`config.mk`:
```
export PLATFORM = sky130hd
export DESIGN_NAME = axi_wr_arbiter
export DESIGN_NICKNAME = d
export VERILOG_FILES = /design/src/rtl/axi_wr_arbiter.sv
export SDC_FILE = /design/constraint.sdc
export NUM_CORES = 1
export LEC_CHECK = 0
export ABC_AREA = 1
export ABC_CLOCK_PERIOD_IN_PS = 4960
export CAP_MARGIN = 20
export CORE_AREA = 3 3 204 206
export CTS_CLUSTER_DIAMETER = 30
export DETAILED_ROUTE_END_ITERATION = 8
export DIE_AREA = 0 0 207 209
export PLACE_DENSITY = 0.57
export SLEW_MARGIN = 15
export SYNTH_ARGS = -nofsm -noshare
export SYNTH_HDL_FRONTEND = slang
export SYNTH_SLANG_ARGS = --single-unit
```
`constraint.sdc`:
```
create_clock -name clk -period 4.96 [get_ports clk]
set_clock_uncertainty 0.15 [all_clocks]
set_input_delay 0.992 -clock clk [delete_from_list [all_inputs] [get_ports clk]]
set_output_delay 0.992 -clock clk [all_outputs]
set_load 0.02 [all_outputs]
```
`src/rtl/axi_wr_arbiter.sv`:
```
// Two-requester round-robin AXI write-address/response sequencer with one transaction outstanding.
// Optional macro BRESP_CHK_EN adds a sticky bresp error flag with the ID of the first failing write.
module axi_wr_arbiter #(
    parameter logic [3:0] ID_REQ0 = 4'h1,
    parameter logic [3:0] ID_REQ1 = 4'h2
) (
    input  logic         clk,
    input  logic         rst,
    input  logic         req0_rq,
    input  logic [31:0]  req0_addr,
    input  logic [127:0] req0_wdata,
    output logic         req0_ack,
    output logic         req0_done,
    input  logic         req1_rq,
    input  logic [31:0]  req1_addr,
    input  logic [127:0] req1_wdata,
    output logic         req1_ack,
    output logic         req1_done,
    output logic         awvalid,
    input  logic         awready,
    output logic [31:0]  awaddr,
    output logic [3:0]   awid,
    output logic [7:0]   awlen,
    output logic [2:0]   awsize,
    output logic [1:0]   awburst,
    output logic         next_rq,
    output logic [3:0]   next_id,
    output logic [127:0] next_wdata,
    input  logic         finish_wd,
    input  logic [3:0]   finish_id,
    input  logic         bvalid,
    output logic         bready,
    input  logic [3:0]   bid,
    input  logic [1:0]   bresp,
    output logic         wr_err,
    output logic [3:0]   err_id
);

    typedef enum logic [2:0] {
        IDLE = 3'd0,
        AW   = 3'd1,
        WST  = 3'd2,
        WD   = 3'd3,
        BR   = 3'd4
    } state_t;

    state_t         state;
    state_t         state_next;
    logic           rr_ptr;
    logic           hold_owner;
    logic [31:0]    hold_addr;
    logic [127:0]   hold_wdata;
    logic [3:0]     hold_id;
    logic           grant_any;
    logic           grant_sel;
    logic           resp_match;
    logic           unused_finish_id;

    // Only one write is ever in flight, so the completion ID carries no extra information.
    assign unused_finish_id = ^finish_id;

    assign grant_any  = req0_rq | req1_rq;
    assign grant_sel  = (req0_rq & req1_rq) ? rr_ptr : req1_rq;
    assign resp_match = bvalid & (bid == hold_id);

    assign awaddr     = hold_addr;
    assign awid       = hold_id;
    assign awlen      = 8'd3;
    assign awsize     = 3'd2;
    assign awburst    = 2'b01;
    assign next_id    = hold_id;
    assign next_wdata = hold_wdata;

    always_ff @(posedge clk) begin
        if (rst) state <= IDLE;
        else     state <= state_next;
    end

    always_comb begin
        state_next = state;
        awvalid    = 1'b0;
        next_rq    = 1'b0;
        bready     = 1'b0;
        case (state)
            IDLE: if (grant_any) state_next = AW;
            AW: begin
                awvalid = 1'b1;
                if (awready) state_next = WST;
            end
            WST: begin
                next_rq    = 1'b1;
                state_next = WD;
            end
            WD: if (finish_wd) state_next = BR;
            BR: begin
                bready = 1'b1;
                if (resp_match) state_next = IDLE;
            end
            default: state_next = IDLE;
        endcase
    end

    // rr_ptr names the requester that wins the next tie; it moves away from whoever was just granted.
    always_ff @(posedge clk) begin
        if (rst) begin
            rr_ptr     <= 1'b0;
            hold_owner <= 1'b0;
            hold_addr  <= '0;
            hold_wdata <= '0;
            hold_id    <= '0;
            req0_ack   <= 1'b0;
            req1_ack   <= 1'b0;
            req0_done  <= 1'b0;
            req1_done  <= 1'b0;
        end else begin
            req0_ack  <= 1'b0;
            req1_ack  <= 1'b0;
            req0_done <= 1'b0;
            req1_done <= 1'b0;
            if (state == IDLE && grant_any) begin
                rr_ptr     <= ~grant_sel;
                hold_owner <= grant_sel;
                hold_addr  <= grant_sel ? req1_addr  : req0_addr;
                hold_wdata <= grant_sel ? req1_wdata : req0_wdata;
                hold_id    <= grant_sel ? ID_REQ1    : ID_REQ0;
                req0_ack   <= ~grant_sel;
                req1_ack   <= grant_sel;
            end
            if (state == BR && resp_match) begin
                req0_done <= ~hold_owner;
                req1_done <= hold_owner;
            end
        end
    end

`ifdef BRESP_CHK_EN
    always_ff @(posedge clk) begin
        if (rst) begin
            wr_err <= 1'b0;
            err_id <= '0;
        end else if (state == BR && resp_match && bresp != 2'b00 && !wr_err) begin
            wr_err <= 1'b1;
            err_id <= bid;
        end
    end
`else
    logic unused_bresp;
    assign unused_bresp = ^bresp;
    assign wr_err = 1'b0;
    assign err_id = 4'h0;
`endif

endmodule

```
; ---- Word level (Yosys, flattened, before mapping)
; Index checks and enable logic that the tools add are counted.
[classes]
reduce_logical = 6
mux = 12
bitwise_logic = 7
n_eq_ne = 9
[ops]
columns = operator, n
row1 = two-way mux 128 bit, 1
row2 = two-way mux 32 bit, 1
row3 = one-hot mux 3 bit (5 select lines), 1
row4 = two-way mux 3 bit, 4
row5 = "inequality test 2 bit, second input constant", 4
row6 = "== test 3 x 2 -> 1 bit, second input constant", 2
row7 = == test 4 bit, 1
row8 = two-way mux 1 bit, 4
row9 = inverter 1 bit, 4
row10 = AND reduction 4 bit, 1
row11 = OR reduction 2 bit, 2
row12 = "== test 3 x 1 -> 1 bit, second input constant", 1
row13 = "== test 3 bit, second input constant", 1
row14 = zero test 3 bit, 1
row15 = AND 1 bit, 2
row16 = logical AND 1 bit, 2
row17 = two-way mux 2 bit, 1
row18 = bitwise OR 1 bit, 1
[totals]
ff_bits = 173
output_inout_bits = 193

; ---- Logic depth before layout (Yosys ltp)
; Gate-level depths: netlist of run 1.
[logic_depth]
word_depth = 5
depth_mapped = 9
mapped_depth_nobuf = 8

; ---- Least setup slack after synthesis of run 1
; OpenSTA, ideal clock, no wires.
[synth_path]
path_type = input port to flip-flop
from = input req1_rq
to = register hold_addr[12] (netlist: awaddr[12])
required_time_ns = 4.748
path_stages = 7
slack_ns = 2.677
path_buffers = 2
t_arrival_ns = 2.071
path_cell_list = nor2_1 > nand3b_2 > buf_6 > nor3_4 > buf_6 > nand2_1 > nand3_1
[synth_between]
elab_chain_len = 3
[synth_lines]
columns = element, line_no
row1 = "start, declared", 14  ; input logic req1_rq,
row2 = AND 1 bit, 63  ; assign grant_sel = (req0_rq & req1_rq) ? rr_ptr : req1_rq;
row3 = two-way mux 1 bit, 63
row4 = two-way mux 32 bit, 123  ; hold_addr <= grant_sel ? req1_addr : req0_addr;
row5 = "end signal, assigned", 123
row6 = "end, declared", 51  ; logic [31:0] hold_addr;
; Several ways; a longest one is shown, not always the timed one.
; A chain may end at the register's enable or synchronous reset.

; ---- Worst setup path in the final report of run 1
[layout_path]
from = register state[2]
to = output bready
[layout_between]
elab_chain_len = 2
[layout_lines]
columns = element, line_no
row1 = "start, declared", 47  ; state_t state;
row2 = "start signal, assigned", 76  ; else state <= state_next;
row3 = == test 3 bit, 84  ; case (state)
row4 = two-way mux 1 bit, 84
row5 = "end, declared", 32  ; output logic bready,
; Every way passes these cells.

==> reports/results.ini, run 1 <==
[final_layout]
fillers=4256
fin_area_mm2=0.01338
layout_commonest_cell=nand2_1
diodes=0
final_util_pct=33.61
drive_above_1_share_pct=3.464
most-common-layout-cells=nand2_1 (545), clkdlybuf4s50_1 (501), nand3_1 (237), dfxtp_1 (169), conb_1 (22)
syn_to_final_growth_pct=80.78
layout.nets=1883
fin_cells=2084

[clocking]
cts_tree=done
htree_num_levels=4
clk_path_buf_depth=2
post-cts-setup-buffer-count=0
post_cts_resized=0
clk_pin_slew_ps=70
numCtsBuffers=17
clock_latency_ps=450
cts_num_sinks=169
clock-root-buffer=clkbuf_16
hold_buffers=0

[worst_setup_path]
reg2reg_to=next_wdata[18]$_SDFFE_PP0P_
start_kind=flop
startpoint=state[2]$_SDFFE_PP0P_
reg2reg_depth=8
path_class=flop to output pin
cp_max_fo=3
crit_end=bready
cp-end-kind=output pin
crit_required_ps=3820
reg2reg_slack_ps=2730
arrival_ps=1890
r2r_start=state[2]$_SDFFE_PP0P_

[floorplanning]
core_mm2=0.03982
boundaryPins=530
rows=73
die_x_um=207
chipHeight_um=209
die_area_mm2=0.04326
start_util_pct=18.59

[pwr]
cellPowerDensity_mw_per_mm2=486.7
power.leakage_uw=0.005682
total_power_uw=6514
vdd_ir_drop_max_uv=320.9

[placed_design]
dp.cells=2052
hpwl_um=24320
gp_congestion=0.8223
place_area_mm2=0.01276
io_buffer_count=501

[timing]
post-route-min-period_ps=3028
period_share_pct=61.04
drv_slew=0
setup_viol=0
rsz0062_at_grt=false
tightest_slew_ps=730.6
relSlewSlack_pct=51.30
fmax_mhz=330.3
hold_viol_final=0
fin_tns_setup_ps=0

[run]
maxCapViolCount=0

[routing]
vias=8661
wl_um=33170
wl_per_cell_um=15.92
drtPass1Iterations=4
initialDrtViolationCount=587
postRouteAntennaNets=0
via_per_inst=4.156
remaining_drc_errors=0

[global_route]
track_usage_pct=14.68
antenna_found_initial=0
grt_max_degree=138
overflow=0
grt_first_pass_wirelength_um=49690
grt_pass1_vias=8372

[logic_synthesis]
postSynthCellCount=1090
syn_avg_cell_area_um2=6.792
synth_seq_area_share_pct=45.70
synth_seq_cells=169
synthDistinctLibCells=24
yosys_warnings=0
syn-cell-area_mm2=0.007403

[min_path]
hp-start=next_wdata[52]$_SDFFE_PP0P_
min_path_type=flop to flop

[outcome]
status=finished, final reports clean

[per-layer routing]
layer	share of wire, %	global-route usage, %	vias up
met3	8.3	5.465	35
met2	49	24.56	364
met5	0	0	-
met1	41	17.44	3935
met4	2.0	4.775	0
li1	-	-	4327
[critical path, cell delays in order (launching register included)]
cell and delay (ps):
dfxtp_1 400, inv_1 70, nor3_1 260, clkdlybuf4s50_1 700
[Yosys cell counts]
cell type    n  share of area, %
o21ai_0      1             0.068
nor2_2       1             0.085
o21bai_1     1              0.10
dfxtp_1    169                46
a21oi_1      1             0.068
buf_6       10               1.5
nor3_1       2              0.14
nand3b_2     1              0.15
inv_2        2              0.10
nand3_1    237                16
o22ai_1      1             0.085
buf_1        3              0.15
nand3b_1     2              0.20
nand2_1    545                28
buf_2       17               1.1
conb_1       2              0.10
nor3_4       1              0.22
a21boi_0     1              0.10
xnor2_1      1              0.12
nor2_1      11              0.56
clkbuf_1    39               2.0
nor2_4       2              0.30
inv_1       12              0.61
buf_4       28               2.8
[registers in the layout, summed over array words and instances, names as in the netlist]
| register | cells |
|---|---|
| awaddr | 32 |
| awid | 1 |
| hold_owner | 1 |
| next_wdata | 128 |
| req0_ack | 1 |
| req0_done | 1 |
| req1_ack | 1 |
| req1_done | 1 |
| state | 3 |
[area by class of cell]
cell class,count,area (um^2),area share (%)
multi-input cells,830,3493,26.10
clock buffers,19,452.9,3.384
well taps,525,656.9,4.908
repair buffers,514,5175,38.66
inverters,14,55.05,0.4113
flip-flops and latches,169,3383,25.28
clock inverters,13,167.7,1.253
[metrics by stage]
stage	worst slack, ps	hold slack (ps)
6_report	1932	319.8
5_1_grt	1773	339.3
4_1_cts	1865	326.8
3_5_place_dp	1520	305.7
3_3_place_gp	1545	301.9
2_1_floorplan	2677	287.8
[power by group]
group          leakage [uW]  switching [uW]  total [uW]  internal (uW)
logic               0.00400            1730        3040           1300
registers           0.00139             249        2040           1790
clock network      0.000288             614        1440            822
[worst min path at each step]
stage / to / cells past startpoint
after global routing: next_wdata[23]$_SDFFE_PP0P_ / 2
final: next_wdata[52]$_SDFFE_PP0P_ / 2
after detailed placement: next_wdata[52]$_SDFFE_PP0P_ / 2
after floorplan: req0_done$_SDFF_PP0_ / 1
after global placement: next_wdata[86]$_SDFFE_PP0P_ / 2
after CTS: next_wdata[23]$_SDFFE_PP0P_ / 2
[cells by family (layout without fill, tap and decap cells)]
group / after synthesis / count (layout) / share of synthesized area (%)
other cells: 2 / 22 / 0.1014
xor+xnor: 1 / 1 / 0.1183
simple gates: 802 / 802 / 45.31
compound gates: 5 / 5 / 0.4225
buf+inv: 111 / 560 / 8.349
flops: 169 / 169 / 45.70
(Power assumes the default switching activity.)
==> run 2: changes to the inputs <==
- ABC_CLOCK_PERIOD_IN_PS: 4960 -> 2600
- CORE_AREA: 3 3 204 206 -> 3 3 203 205
- DIE_AREA: 0 0 207 209 -> 0 0 206 208
- PLACE_DENSITY: 0.57 -> 0.59
- clock period: 4.96 -> 2.6 ns (I/O delays scaled with it)
==> run 2 against run 1 <==
Effect of this change:
- non-clock buffer count increased by 34
- first-iteration DRC count down 9.2%
- register-to-register slack got worse by 2100 ps
- worst hold slack got worse by 2.2 ps
- sequential share of layout area shrank 0.84 points
- clock-buffer cell count grew 1
- wire length rose by 1.1%
- sequential power rose by 91%
- design area rose by 3.4%
- sequential cell count unchanged
- largest cell class unchanged
==> reports/results.ini, run 2 (synthesis results as in run 1) <==
[final_layout]
fin_cells=2118
regArea_mm2=0.003383
syn_to_final_growth_pct=87.02
diodes=0
most-common-layout-cells=nand2_1 (545), clkdlybuf4s50_1 (500), nand3_1 (237), dfxtp_1 (169), buf_4 (26)
fillers=4151
multi_input_area_mm2=0.003493
layout.nets=1917
drive_above_1_share_pct=5.524
largest_register_ffs=128
layout_commonest_cell=nand2_1

[floorplanning]
boundaryPins=530
core_mm2=0.03964
chipHeight_um=208
die_x_um=206
start_util_pct=18.68
die_area_mm2=0.04285
rows=73

[global_route]
grt_pass1_vias=8480
overflow=0
grt_max_degree=70
track_usage_pct=14.95
antenna_found_initial=2
grt_first_pass_wirelength_um=49120

[timing]
setup_viol=0
rsz0062_at_grt=false
post-route-min-period_ps=2490
period_share_pct=95.78
fmax_mhz=401.6
hold_viol_final=0
drv_slew=0
fin_ws_ps=109.8

[routing]
postRouteAntennaNets=0
initialDrtViolationCount=533
remaining_drc_errors=0
via_per_inst=4.178
wl_um=33540
vias=8850
drtPass1Iterations=5
wl_per_cell_um=15.84

[pwr]
total_power_uw=12930
cellPowerDensity_mw_per_mm2=933.5
power.leakage_uw=0.005943
vdd_ir_drop_max_uv=434.7

[placed_design]
gp_congestion=0.8184
dp_worst_setup_slack_ps=-3.539
hpwl_um=25190
io_buffer_count=501
dp.cells=2086

[worst_setup_path]
path_class=flop to output pin
crit_required_ps=1930
cp-end-kind=output pin
arrival_ps=1820
cp_max_fo=5
start_kind=flop

[clocking]
clk_path_buf_depth=2
numCtsBuffers=17
clk_pin_slew_ps=70
cts_num_sinks=169
htree_num_levels=4
clock-root-buffer=clkbuf_16
clock_latency_ps=440
cts_tree=done

[run]
maxCapViolCount=0

[min_path]
min_path_type=flop to flop

[outcome]
status=finished, final reports clean

[run 2: changes by cell type in the layout (fill, tap and decap cells not counted), sizes merged]
cell           change
dlygate4sd2        +1
clkbuf             +1
buf               +34
clkinvlp           -5
inv                +1
clkinv             +3
clkdlybuf4s50      -1
[run 2: final cells by class]
class                           count  share of cell area, %
Clock buffer                       20                  3.371
Clock inverter                     12                  1.166
Inverter                           14                 0.3976
Multi-Input combinational cell    830                  25.23
Sequential cell                   169                  24.44
Tap cell                          525                  4.744
Timing Repair Buffer              548                  40.66
[run 2: metal layers]
metal | up-vias | share of wire [%] | GRT usage, %
li1 | 4396 | - | -
met1 | 4030 | 39 | 17.03
met2 | 380 | 50 | 25.91
met3 | 42 | 9.1 | 5.070
met4 | 2 | 2.2 | 5.337
met5 | - | 0.060 | 0
[run 2: worst paths after layout]
| kind | start | to | slack (ps) | cells after the start |
|---|---|---|---|---|
| max | state[1]$_SDFFE_PP0P_ | awvalid | 110 | 4 |
| min | next_wdata[80]$_SDFFE_PP0P_ | next_wdata[80]$_SDFFE_PP0P_ | 320 | 2 |
| max reg2reg | awid[0]$_SDFFE_PP0P_ | next_wdata[13]$_SDFFE_PP0P_ | 610 | 8 |
| min reg2reg | next_wdata[80]$_SDFFE_PP0P_ | next_wdata[80]$_SDFFE_PP0P_ | 320 | 2 |
[run 2: timing repair]
| item | 4_1_cts | 5_1_grt |
|---|---|---|
| gates resized for setup | 1 | 0 |
| setup buffers | 0 | 0 |
| setup endpoints to repair | 1 | 0 |
| hold buffers | 0 | 0 |
[run 2: report_power, final]
| part | internal (uW) | total (uW) | switching [uW] |
|---|---|---|---|
| combinational | 2870 | 6230 | 3370 |
| sequential | 3420 | 3900 | 483 |
| clock | 1600 | 2790 | 1190 |
[run 2: critical path: stages, from the launching register on]
cell and delay, ps:
dfxtp_1 340, inv_1 150, nand3_1 160, inv_1 90, clkdlybuf4s50_1 630
[run 2: stage by stage]
stage	instance area [um^2]	hold slack, ps	setup TNS [ps]	util, %
2_1_floorplan	7478	287.8	0	-
3_3_place_gp	13220	302.2	0	33.35
3_5_place_dp	13220	304.0	-3.539	33.35
4_1_cts	13850	323.4	0	34.93
5_1_grt	13850	336.1	0	34.93
6_report	13850	317.5	0	34.93
==> run 3: changes to the inputs <==
- ABC_AREA: 1 -> default
==> run 3 against run 2 <==
Effect of this change:
- combinational power is 61% lower
- utilization is 1.0 points lower
- first-iteration DRC count is 33% lower
- area after synthesis is 2.6% lower
- highest routed layer is now met4
- clock-buffer cell count stayed put
- critical path type unchanged
- largest cell class unchanged
==> reports/results.ini, run 3 <==
[timing]
setup_viol=0
tightest_slew_ps=1078
fmax_mhz=405.3
hold_viol_final=0
drv_slew=0
fin_tns_setup_ps=0
post-route-min-period_ps=2467
period_share_pct=94.89
relSlewSlack_pct=28.10
rsz0062_at_grt=false

[worst_setup_path]
cp_top_family=buffers and inverters
path_class=flop to output pin
crit_chain=nor3b_1 -> clkdlybuf4s50_1
start_kind=flop
reg2reg_slack_ps=750
crit_required_ps=1930
cp.buffers_inverters=1
crit_slowest_cell=clkdlybuf4s50_1
cp_max_fo=10
max_stage_delay_ps=660
cp-end-kind=output pin
arrival_ps=1800

[clocking]
clk_path_buf_depth=2
cts_tree=done
clock-root-buffer=clkbuf_16
post_cts_resized=4
post-cts-setup-buffer-count=0
clk_pin_slew_ps=70
cts_num_sinks=169
clock_latency_ps=450
numCtsBuffers=17
hold_buffers=0
htree_num_levels=4

[routing]
vias=7666
wl_per_cell_um=20.21
drtPass1Iterations=5
initialDrtViolationCount=357
postRouteAntennaNets=0
wl_um=33190
via_per_inst=4.669
remaining_drc_errors=0

[global_route]
grt_max_degree=162
antenna_found_initial=6
track_usage_pct=14.46
grt_pass1_vias=7775
overflow=0
grt_first_pass_wirelength_um=47350

[logic_synthesis]
synth_area_leaders=dfxtp_1 (47%), a32o_1 (22%), a22o_1 (19%), buf_4 (2.9%), clkbuf_1 (2.6%)
syn-cell-area_mm2=0.007208
synth_seq_area_share_pct=46.94
ys_dominant_reg_cell=dfxtp_1
yosys_warnings=0
synth_common_cells=dfxtp_1 (169), a22o_1 (160), a32o_1 (160)
synth_edf_count=0
synth_top_cell_by_area=dfxtp_1
synth_seq_cells=169
synth_top_area_share_pct=46.94
syn_avg_cell_area_um2=11.30
synthDistinctLibCells=29
postSynthCellCount=638
yosysMostFrequentCell=dfxtp_1
synthArstFlopShare_pct=0

[final_layout]
syn_to_final_growth_pct=86.58
layout.nets=1437
multi_input_area_mm2=0.003336
fillers=3990
largest_register_ffs=128
fin_cells=1642
most-common-layout-cells=clkdlybuf4s50_1 (500), dfxtp_1 (166), a32o_1 (160), a22o_1 (160), buf_4 (23)
drive_above_1_share_pct=7.188
layout_commonest_cell=clkdlybuf4s50_1
final_util_pct=33.93
regArea_mm2=0.003387

[min_path]
min_path_type=flop to flop

[run]
maxCapViolCount=0

[floorplanning]
chipHeight_um=208
boundaryPins=530
rows=73
die_x_um=206
core_mm2=0.03964
start_util_pct=18.18
die_area_mm2=0.04285

[pwr]
power.leakage_uw=0.004930
p_sw_share_pct=30.66
vdd_ir_drop_max_uv=430.5
switchingPower_uw=2417
seqPwrFrac_pct=38.1
clockPowerShare_pct=31.0
combinationalPowerShare_pct=30.9
cellPowerDensity_mw_per_mm2=586.0
internal_power_uw=5465

[placed_design]
dp.cells=1606
gp_congestion=0.7812
hpwl_um=24250
io_buffer_count=501

[outcome]
status=finished, final reports clean

run 3: changes by cell type after synthesis, moves of 3 or more:
cell      previous run  this run
nor2_1              11         1
nand2_1            545         2
a22o_1               0       160
nor3b_1              0         3
inv_1               12         0
nand3_1            237         0
a32o_1               0       160
buf_2               17        35
clkbuf_1            39        50
buf_6               10         0
a21o_1               0         3
run 3: per-layer routing:
metal / track usage [%] / up-vias / routed length [um]
met4: 5.501 / 0 / 692
met1: 15.92 / 3661 / 12860
met3: 6.509 / 38 / 3718
li1: - / 3565 / -
met2: 24.37 / 402 / 15910
met5: 0 / - / 0
run 3: cell families after synthesis:
logic type / Yosys count / share of synthesized area [%]
and+or+nand+nor: 19 / 1.858
AOI/OAI and AO/OA: 329 / 42.70
DFF: 169 / 46.94
buffers and inverters: 117 / 8.158
other: 2 / 0.1042
xor gates and xnor gates: 2 / 0.2431
run 3: final cells by class:
class	count	share of cell area, %
clock inverters	12	0.6977
flip-flops and latches	169	25.18
repair buffers	540	40.96
diodes	4	0.07443
well taps	525	4.884
multi-input cells	372	24.80
clock buffers	20	3.396
run 3: path summary, 6_finish.rpt:
path | startpoint | endpoint | depth (start not counted)
setup / recovery | state[0]$_SDFFE_PP0P_ | awvalid | 2
hold / removal | awaddr[3]$_SDFFE_PP0P_ | awaddr[3]$_SDFFE_PP0P_ | 1
setup reg to reg | awid[0]$_SDFFE_PP0P_ | next_wdata[68]$_SDFFE_PP0P_ | 4
hold reg to reg | awaddr[3]$_SDFFE_PP0P_ | awaddr[3]$_SDFFE_PP0P_ | 1
run 3: power groups by stage:
stage | Sequential [uW] | Combinational [uW] | Clock [uW]
2_1_floorplan | 3330 | 817 | 0
3_3_place_gp | 3040 | 2450 | 0
3_5_place_dp | 3050 | 2450 | 0
4_1_cts | 3000 | 2460 | 2550
5_1_grt | 3030 | 2580 | 2630
6_report | 3000 | 2440 | 2440
run 3: worst reg2reg max path: stages, from the launching register on:
cell      delay [ps]
dfxtp_1          530
nand2b_4         230
buf_12           290
a32o_1           460
a22o_1           140
run 3: per-stage QoR:
stage                     setup slack, ps  area [um^2]  total power [uW]  hold slack [ps]
after global routing                10.48        13450              8239            335.9
after global placement              236.2        12880              5491            309.7
after CTS                           78.76        13440              8017            326.2
after floorplan                     665.1         7283              4146            327.9
after detailed placement            201.1        12880              5502            310.4
final                               132.8        13450              7882            323.1
